--- config.mk ---
export PLATFORM = sky130hd
export DESIGN_NAME = seg7_decimal_display
export DESIGN_NICKNAME = d
export VERILOG_FILES = /design/src/rtl/seg7_decimal_display.sv
export SDC_FILE = /design/constraint.sdc
export NUM_CORES = 1
export LEC_CHECK = 0
export CORE_MARGIN = 2
export CORE_UTILIZATION = 40
export CTS_BUF_LIST = sky130_fd_sc_hd__clkbuf_8
export DETAILED_ROUTE_END_ITERATION = 8
export GPL_ROUTABILITY_DRIVEN = 0
export GPL_TIMING_DRIVEN = 0
export HOLD_SLACK_MARGIN = 0.03
export PLACE_DENSITY = 0.72
export SYNTH_ARGS = -nofsm -noshare
export SYNTH_HDL_FRONTEND = slang
export SYNTH_SLANG_ARGS = --single-unit
--- constraint.sdc ---
create_clock -name clk -period 3 [get_ports clk]
set_input_delay 0.9 -clock clk [delete_from_list [all_inputs] [get_ports clk]]
set_output_delay 0.9 -clock clk [all_outputs]
set_load 0.1 [all_outputs]
--- src/rtl/seg7_decimal_display.sv ---
// Multi-cycle binary-to-BCD (double dabble) display stage: accepts a 16-bit value, shows it on four active-low 7-seg digits.
// Latency 17 clocks from accept to display; wr_ready stays low while converting and new requests are refused, not queued.
module seg7_decimal_display #(
  parameter bit LZ_BLANK = 1'b1
) (
  input  logic        clk,
  input  logic        rst_n,
  input  logic        wr_valid,
  input  logic [15:0] wr_data,
  output logic        wr_ready,
  input  logic        blank,
  output logic [6:0]  hex3,
  output logic [6:0]  hex2,
  output logic [6:0]  hex1,
  output logic [6:0]  hex0,
  output logic        ovf,
  output logic        busy
);

  typedef enum logic [1:0] {
    IDLE  = 2'd0,
    SHIFT = 2'd1,
    LATCH = 2'd2
  } state_t;

  state_t      state_q, state_d;
  logic [15:0] bin_q, bin_d;
  logic [19:0] bcd_q, bcd_d;
  logic [19:0] bcd_adj;
  logic [4:0]  cnt_q, cnt_d;
  logic [15:0] digits_q, digits_d;
  logic        ovf_q, ovf_d;
  logic        shown_q, shown_d;
  logic [27:0] hex_q, hex_d;

  function automatic logic [6:0] seg_encode(input logic [3:0] d);
    logic [6:0] s;
    case (d)
      4'd0:    s = 7'h40;
      4'd1:    s = 7'h79;
      4'd2:    s = 7'h24;
      4'd3:    s = 7'h30;
      4'd4:    s = 7'h19;
      4'd5:    s = 7'h12;
      4'd6:    s = 7'h02;
      4'd7:    s = 7'h78;
      4'd8:    s = 7'h00;
      4'd9:    s = 7'h10;
      default: s = 7'h7F;
    endcase
    return s;
  endfunction

  // Nibble-local add-3; no carry crosses a digit boundary.
  always_comb begin
    bcd_adj = '0;
    for (int i = 0; i < 5; i++) begin
      bcd_adj[i*4 +: 4] = (bcd_q[i*4 +: 4] >= 4'd5) ? bcd_q[i*4 +: 4] + 4'd3
                                                     : bcd_q[i*4 +: 4];
    end
  end

  always_comb begin
    state_d  = state_q;
    bin_d    = bin_q;
    bcd_d    = bcd_q;
    cnt_d    = cnt_q;
    digits_d = digits_q;
    ovf_d    = ovf_q;
    shown_d  = shown_q;
    case (state_q)
      IDLE: begin
        if (wr_valid) begin
          bin_d   = wr_data;
          bcd_d   = '0;
          cnt_d   = '0;
          state_d = SHIFT;
        end
      end
      SHIFT: begin
        {bcd_d, bin_d} = {bcd_adj, bin_q} << 1;
        cnt_d          = cnt_q + 5'd1;
        if (cnt_q == 5'd15) state_d = LATCH;
      end
      LATCH: begin
        digits_d = bcd_q[15:0];
        ovf_d    = |bcd_q[19:16];
        shown_d  = 1'b1;
        state_d  = IDLE;
      end
      default: state_d = IDLE;
    endcase
  end

  // Display image follows the next-state digits so a new value appears on the LATCH edge.
  always_comb begin
    logic [3:0] d3, d2, d1, d0;
    logic       lz3, lz2, lz1;
    d3  = digits_d[15:12];
    d2  = digits_d[11:8];
    d1  = digits_d[7:4];
    d0  = digits_d[3:0];
    lz3 = LZ_BLANK && (d3 == 4'd0);
    lz2 = lz3 && (d2 == 4'd0);
    lz1 = lz2 && (d1 == 4'd0);
    if (blank || !shown_d) begin
      hex_d = {4{7'h7F}};
    end else if (ovf_d) begin
      hex_d = {4{7'h3F}};
    end else begin
      hex_d = {lz3 ? 7'h7F : seg_encode(d3),
               lz2 ? 7'h7F : seg_encode(d2),
               lz1 ? 7'h7F : seg_encode(d1),
               seg_encode(d0)};
    end
  end

  always_ff @(posedge clk or negedge rst_n) begin
    if (!rst_n) begin
      state_q  <= IDLE;
      bin_q    <= '0;
      bcd_q    <= '0;
      cnt_q    <= '0;
      digits_q <= '0;
      ovf_q    <= 1'b0;
      shown_q  <= 1'b0;
      hex_q    <= {4{7'h7F}};
    end else begin
      state_q  <= state_d;
      bin_q    <= bin_d;
      bcd_q    <= bcd_d;
      cnt_q    <= cnt_d;
      digits_q <= digits_d;
      ovf_q    <= ovf_d;
      shown_q  <= shown_d;
      hex_q    <= hex_d;
    end
  end

  assign wr_ready = (state_q == IDLE);
  assign busy     = ~wr_ready;
  assign ovf      = ovf_q;
  assign hex3     = hex_q[27:21];
  assign hex2     = hex_q[20:14];
  assign hex1     = hex_q[13:7];
  assign hex0     = hex_q[6:0];

endmodule

* Word level (Yosys, flattened, before mapping) *
Memory sizes are Yosys's and may differ from the RTL's.
Cells that the tools add are included.

operators by class
  mux-type cells = 22
  equality and inequality tests = 5
  bitwise gates (word level) = 1
  $mul = 0
  divide/modulo/power cells = 0
  shift operators = 0
  $add $sub $neg = 6
  reductions and logical operators = 12
  order comparisons = 5

operators by type and width
  kind                 number
  $mux 28              2
  $pmux 20 s2          1
  $mux 16              2
  $pmux 16 s2          1
  $mux 7               3
  $ge 4x3->1 const B   5
  $mux 20              1
  $add 4x2->4 const B  4
  $mux 4               4
  $logic_not 4->1      3
  $pmux 5 s2           1
  $add 5x1->5 const B  1
  $eq 5x4->1 const B   1
  $mux 5               1
  $mux 2               2
  $ne 2x2->1 const B   2
  $pmux 2 s2           1
  $reduce_and 2->1     2
  $reduce_or 4->1      1
  $add 3x2->3 const B  1
  $mux 3               1
  $eq 2x1->1 const B   1
  $eq 2x2->1 const B   1
  $logic_and 1x1->1    2
  6 further kinds      7

word-level totals
  ROM bits = 448
  input bits = 20
  latch bits = 0
  register bits after elaboration = 89
  output and inout bits = 31
  memories kept = 4
  memory bits (writable) = 0

memories
  memory            depth  width  rd ports  clocked after Yosys merged registers in  wr ports  line  source
  (name not given)  16     7      1         0                                        0         38    case (d)
  (name not given)  16     7      1         0                                        0         38
  (name not given)  16     7      1         0                                        0         38
  (name not given)  16     7      1         0                                        0         38

* Logic depth before layout (Yosys ltp) *
Gate-level depths: netlist of the first run.

  depth after elaboration = 8
  mapped depth = 10
  gate-level depth less buffers = 8

* Worst setup path after synthesis of the first run *
No wires, ideal clock.

  path kind = register -> output
  start = register state_q[1]
  end = output busy
  arrival = 2790 ps
  required time = 2100 ps
  slack = -690 ps
  stages on the path, launching flop included = 3
  buffers on the path = 0
  cell sequence = dfrtp_1 -> nor2_1 -> inv_1

on the way
  cells in the longest elaborated chain, start to end = 2

RTL lines
  element                 line  source
  from (decl)             26    state_t state_q, state_d;
  from (signal assigned)  129   state_q <= state_d;
  $logic_not 2->1         140   assign wr_ready = (state_q == IDLE);
  via wr_ready            10    output logic wr_ready,
  $not 1->1               141   assign busy = ~wr_ready;
  to (decl)               17    output logic busy

The timed path passes the listed nets, and every way through them passes these cells.

* Final worst setup path of the first run *
  start = register hex_q[5]
  end = output hex0[5]

RTL lines
  element                 line  source
  from (decl)             34    logic [27:0] hex_q, hex_d;
  from (signal assigned)  127   hex_q <= {4{7'h7F}};
  to (decl)               15    output logic [6:0] hex0,

No word-level cell between the ends.

==> flow_summary.json, run 1 <==
{
  "ir_drop_uv": 854,
  "synth_nets": 504,
  "synth-edff-count": 0,
  "cts_hold_buf": 0,
  "status": "finished clean",
  "fp-row-count": 39,
  "finalCritPeriodShare_pct": 97.5,
  "rr_startpoint": "state_q[0]",
  "cts.clk_slew.worst_paths_ns": 0.08,
  "p_per_area_mw_per_mm2": 842,
  "syn_area_mm2": 0.00469,
  "drt-met1-wl_mm": 4.55,
  "synth.avg_cell_area_um2": 10.4,
  "fin_crit_ns": 2.93,
  "ys_seq_elements": 89,
  "dr_wl_met3_um": 409,
  "fin_setup_tns_ns": 0,
  "drive_gt1_share_pct": 14.3,
  "track_usage_pct": 16.7,
  "grt_pass1_wl_mm": 17.0,
  "cp_data_arrival_time_ns": 2.03,
  "num_antenna_cells": 0,
  "top_layer": "met4",
  "start_util_pct": 41.0,
  "clk_latency_ns": 0.37,
  "final_common_cell": "dfrtp_1",
  "p_leak_nw": 2.43,
  "area_growth_pct": 19.6,
  "antenna_left": 0,
  "antenna_found_initial": 0,
  "num_io_pins": 51,
  "wl_met2_mm": 4.84,
  "ff2ff_path_depth": 10,
  "setup_viol_count_final": 0,
  "die_h_um": 112,
  "critPathTopFamily": "buffers and inverters",
  "clk_root_buffer_cell": "clkbuf_8",
  "yosysSeqAreaShare_pct": 48.3,
  "cts_buffers": 9,
  "synth.distinct_cells": 61,
  "critPathCaptureType": "output port",
  "routedWlPerCell_um": 15.0,
  "first_pass_iters": 4,
  "yosysWarningCount": 0,
  "synth_top_cell_by_area": "dfrtp_1",
  "slowest_stage": "clkdlybuf4s50_1",
  "rsz0062_at_grt": "no",
  "grt_max_degree": 62,
  "max_stage_delay_ns": 1.13,
  "synthTopCellsByArea": "dfrtp_1 (33%), dfstp_2 (16%), ha_1 (8.5%), nor2_1 (4.2%), o21ai_0 (3.7%)",
  "layout_common_cells": "dfrtp_1 (61), nor2_1 (51), clkdlybuf4s50_1 (47)",
  "htreeDepth": 3,
  "synthCells": 452,
  "portBuffers": 50,
  "startpoint_type": "flop",
  "core_area_mm2": 0.0114,
  "crit_required_ns": 2.10,
  "min_path_type": "primary input to asynchronous set/reset pin",
  "r2r_end": "hex_q[20]",
  "drtIter0Drc": 165,
  "final_hold_viol_count": 0,
  "drc_errors": 0,
  "vias": 3503,
  "slew_viol_final": 0,
  "drt-vias-per-instance": 5.29,
  "fill_cells": 1052,
  "nets": 566,
  "p_total_mw": 4.72,
  "synth_top_area_share_pct": 32.6,
  "grt_pass1_vias": 3503,
  "cts_tree": "built",
  "die_x_um": 112,
  "reg2reg_slack_ns": 0.41,
  "max_freq_ghz": 0.342,
  "cts_max_path_buffers": 2,
  "gr-total-overflow": 0,
  "crit_type": "flop to output port",
  "yosys_most_used_dff": "dfrtp_1",
  "async_flop_share_pct": 100,
  "clock-skew-final_ns": 0.0122,
  "path_max_fanout": 1,
  "hpwl_mm": 7.19,
  "dieArea_mm2": 0.0126,
  "wl_mm": 9.92,
  "cts.sinks": 89,
  "cap_violations": 0,
  "path_cells": "clkdlybuf4s50_1",
  "max_slew.worst_pin.slew_ns": 0.981,
  "crit_buf_inv": 1,
  "slew_headroom_pct": 34.4
}
==> how the worst max path moves through the flow <==
| stage | start | endpoint | slack (ns) | cells past startpoint |
|---|---|---|---|---|
| detailed placement | state_q[1] | wr_ready | 0.23 | 2 |
| global placement | rst_n | bin_q[10] | -2.05 | 1 |
| floorplan | state_q[1] | busy | 0.03 | 2 |
| global route | state_q[1] | wr_ready | 0.04 | 2 |
| CTS | hex_q[5] | hex0[5] | 0.05 | 1 |
| finish | hex_q[5] | hex0[5] | 0.07 | 1 |
==> stage by stage <==
stage | instances | util, % | hold WS, ns | cell area [um^2] | setup slack, ns
after floorplan | 452 | - | 0.439 | 4690 | 0.0292
after global placement | 645 | 47.0 | 0.457 | 5370 | -2.05
after detailed placement | 646 | 47.2 | 0.451 | 5390 | 0.228
after CTS | 662 | 49.1 | 0.451 | 5610 | 0.0528
after global routing | 662 | 49.1 | 0.460 | 5610 | 0.0350
final | 662 | 49.1 | 0.453 | 5610 | 0.0738
==> registers in the layout, indices dropped and copies added, names as in the netlist <==
name / cells
cnt_q: 5
bin_q: 16
digits_q: 16
state_q: 2
ovf: 1
hex_q: 28
shown_q: 1
bcd_q: 20
==> logic make-up (layout without fill, tap and decap cells) <==
| kind of cell | Yosys count | count (layout) | synth area share (%) |
|---|---|---|---|
| buffers and inverters | 49 | 116 | 4.64 |
| AND/OR/NAND/NOR | 142 | 142 | 14.8 |
| XOR/XNOR | 9 | 9 | 1.68 |
| adder cells (fa/ha/maj) | 32 | 32 | 8.54 |
| multiplexers | 22 | 22 | 6.91 |
| AO/OA/AOI/OAI | 109 | 109 | 15.1 |
| flip-flops | 89 | 89 | 48.3 |
==> report_power, final <==
group | switching (mW) | internal [mW] | total (mW)
sequential | 0.296 | 1.53 | 1.83
combinational | 1.27 | 0.727 | 2.00
clock | 0.409 | 0.482 | 0.891
total | 1.98 | 2.74 | 4.72
==> what timing repair did <==
action,in CTS,in global routing
resized for setup,2,0
buffers inserted,0,0
setup endpoints to repair,2,0
==> Yosys cell counts (all sizes together) (9+ instances only) <==
cell	number
dfrtp	61
nor2	53
o21ai	41
ha	32
inv	31
dfstp	28
nand2	28
nand3	25
mux2i	18
a21oi	17
o22ai	16
clkbuf	12
nor3	10
o31ai	10
nand2b	9
==> area by class of cell <==
class / instances / area, um^2 / area share [%]
inverter: 31 / 116 / 2.08
clock buffer: 10 / 138 / 2.46
buffer: 18 / 101 / 1.81
clock inverter: 6 / 76.3 / 1.36
timing repair buffer: 51 / 523 / 9.33
tap: 143 / 179 / 3.19
sequential: 89 / 2260 / 40.4
multi-input combinational: 314 / 2210 / 39.4
==> routing by layer <==
metal	vias up	track usage (%)
met5	-	0
met4	0	4.72
met3	14	4.27
met2	74	27.6
met1	1714	21.9
li1	1701	-
Power figures use the tool's default switching activity.
==> run 2: changes to the inputs <==
--- a/config.mk
+++ b/config.mk
@@ -13,6 +13,7 @@
 export GPL_TIMING_DRIVEN = 0
 export HOLD_SLACK_MARGIN = 0.03
 export PLACE_DENSITY = 0.72
+export SLEW_MARGIN = 20
 export SYNTH_ARGS = -nofsm -noshare
 export SYNTH_HDL_FRONTEND = slang
 export SYNTH_SLANG_ARGS = --single-unit
==> run 2 against run 1 <==
- total power shrank 2.3%
- via count increased by 0.34%
- final cell count did not move
- utilization is 0.28 points lower
- sequential share of layout area increased by 0.24 points
- sequential cell count unchanged
==> flow_summary.json, run 2 (synthesis gave the netlist of run 1 again) <==
{
  "status": "finished clean",
  "max_stage_delay_ns": 1.13,
  "layout_common_cells": "dfrtp_1 (61), nor2_1 (51), clkdlybuf4s50_1 (47)",
  "track_usage_pct": 17.0,
  "final_hold_viol_count": 0,
  "fill_cells": 1062,
  "path_cells": "clkdlybuf4s50_1",
  "dieArea_mm2": 0.0126,
  "fp-row-count": 39,
  "p_leak_nw": 2.40,
  "critPathCaptureType": "output port",
  "fin_setup_tns_ns": 0,
  "postPlaceCellArea_mm2": 0.00539,
  "antenna_found_initial": 0,
  "area_growth_pct": 18.9,
  "startpoint_type": "flop",
  "post-route-cell-area_mm2": 0.00557,
  "finalCritPeriodShare_pct": 97.8,
  "htreeDepth": 3,
  "reg2reg_slack_ns": 0.43,
  "num_io_pins": 51,
  "cts_tree": "built",
  "post_cts_buffers": 0,
  "antenna_left": 0,
  "slew_viol_final": 0,
  "multi_input_area_mm2": 0.00221,
  "hpwl_mm": 7.18,
  "clk_latency_ns": 0.38,
  "clk_root_buffer_cell": "clkbuf_8",
  "cap_violations": 0,
  "grtUsageMet2_pct": 26.7,
  "nets": 566,
  "crit_type": "flop to output port",
  "use_met1_pct": 22.8,
  "max_slew.worst_pin.slew_ns": 0.981,
  "wl_mm": 10.0,
  "use_met3_pct": 3.19,
  "crit_buf_inv": 1,
  "grt_max_degree": 58,
  "seq_area_mm2": 0.00226,
  "portBuffers": 50,
  "drtIter0Drc": 175,
  "place_ws_ns": 0.231,
  "core_area_mm2": 0.0114,
  "cts_max_path_buffers": 2,
  "regMostFlops": "hex_q",
  "largestRegisters": "hex_q: 28 flops, bcd_q: 20 flops",
  "utilization_pct": 48.8,
  "grt_pass1_vias": 3551,
  "die_x_um": 112,
  "setup_ws_ns": 0.0647,
  "gr-total-overflow": 0,
  "crit_required_ns": 2.10,
  "drc_errors": 0,
  "die_h_um": 112,
  "grt_pass1_wl_mm": 17.1,
  "first_pass_iters": 6,
  "rr_startpoint": "state_q[0]",
  "rsz0062_at_grt": "no",
  "cts_buffers": 9,
  "start_util_pct": 41.0,
  "drt-vias-per-instance": 5.31,
  "path_max_fanout": 1,
  "vias": 3515,
  "drive_gt1_share_pct": 14.8,
  "top_usage_layer": "met2",
  "holdWs_ns": 0.449,
  "setup_viol_count_final": 0,
  "min_path_type": "primary input to asynchronous set/reset pin",
  "slew_headroom_pct": 34.4,
  "largest_reg_flops": 28,
  "cp_data_arrival_time_ns": 2.04,
  "critPathTopFamily": "buffers and inverters",
  "ir_drop_uv": 820,
  "max_freq_ghz": 0.341,
  "fin_crit_ns": 2.94,
  "routedWlPerCell_um": 15.2,
  "clock-skew-final_ns": 0.00952,
  "cts.sinks": 89,
  "critPathLaunch": "hex_q[5]",
  "num_antenna_cells": 0,
  "cts.clk_slew.worst_paths_ns": 0.08,
  "slowest_stage": "clkdlybuf4s50_1",
  "p_per_area_mw_per_mm2": 828,
  "final_common_cell": "dfrtp_1"
}
-- run 2: cell count changes in the layout (fill, tap and decap cells not counted), sizes merged --
cell,change
bufinv,-2
clkbuf,+1
clkinv,+2
clkinvlp,+2
inv,-3
-- run 2: final timing paths --
check,end,depth (start not counted)
worst max-delay path,hex0[5],1
worst min-delay path,digits_q[11],1
worst max register to register,hex_q[17],10
worst min register to register,bcd_q[0],2
max in group asynchronous,state_q[1],2
min in group clk,bcd_q[0],2
-- run 2: cell type report --
class                      instances  area share [%]
buffer                            18            1.82
clock buffer                      11            2.72
clock inverter                     5           0.539
inverter                          31            2.09
multi-input combinational        314            39.6
sequential                        89            40.6
tap                              143            3.21
timing repair buffer              51            9.38
-- run 2: what timing repair did --
action                     4_1_cts  5_1_grt
setup endpoints to repair        2        0
gates resized for setup          2        0
hold buffers                     0        0
-- run 2: layer usage --
metal / share of wire [%] / wire length, um
met3: 4.5 / 449
met2: 48 / 4790
met4: 2.0 / 199
met5: 0 / 0
met1: 46 / 4600
-- run 2: per-stage QoR --
| stage | cells | power [mW] |
|---|---|---|
| 3_3_place_gp | 645 | 3.75 |
| 3_5_place_dp | 646 | 3.86 |
| 6_report | 662 | 4.61 |
| 2_1_floorplan | 452 | 3.33 |
| 5_1_grt | 662 | 4.98 |
| 4_1_cts | 662 | 4.64 |
-- run 2: report_power, final --
part	internal [mW]	switching, mW	total [mW]
sequential	1.53	0.294	1.83
clock	0.342	0.433	0.775
combinational	0.728	1.29	2.01
total	2.60	2.01	4.61
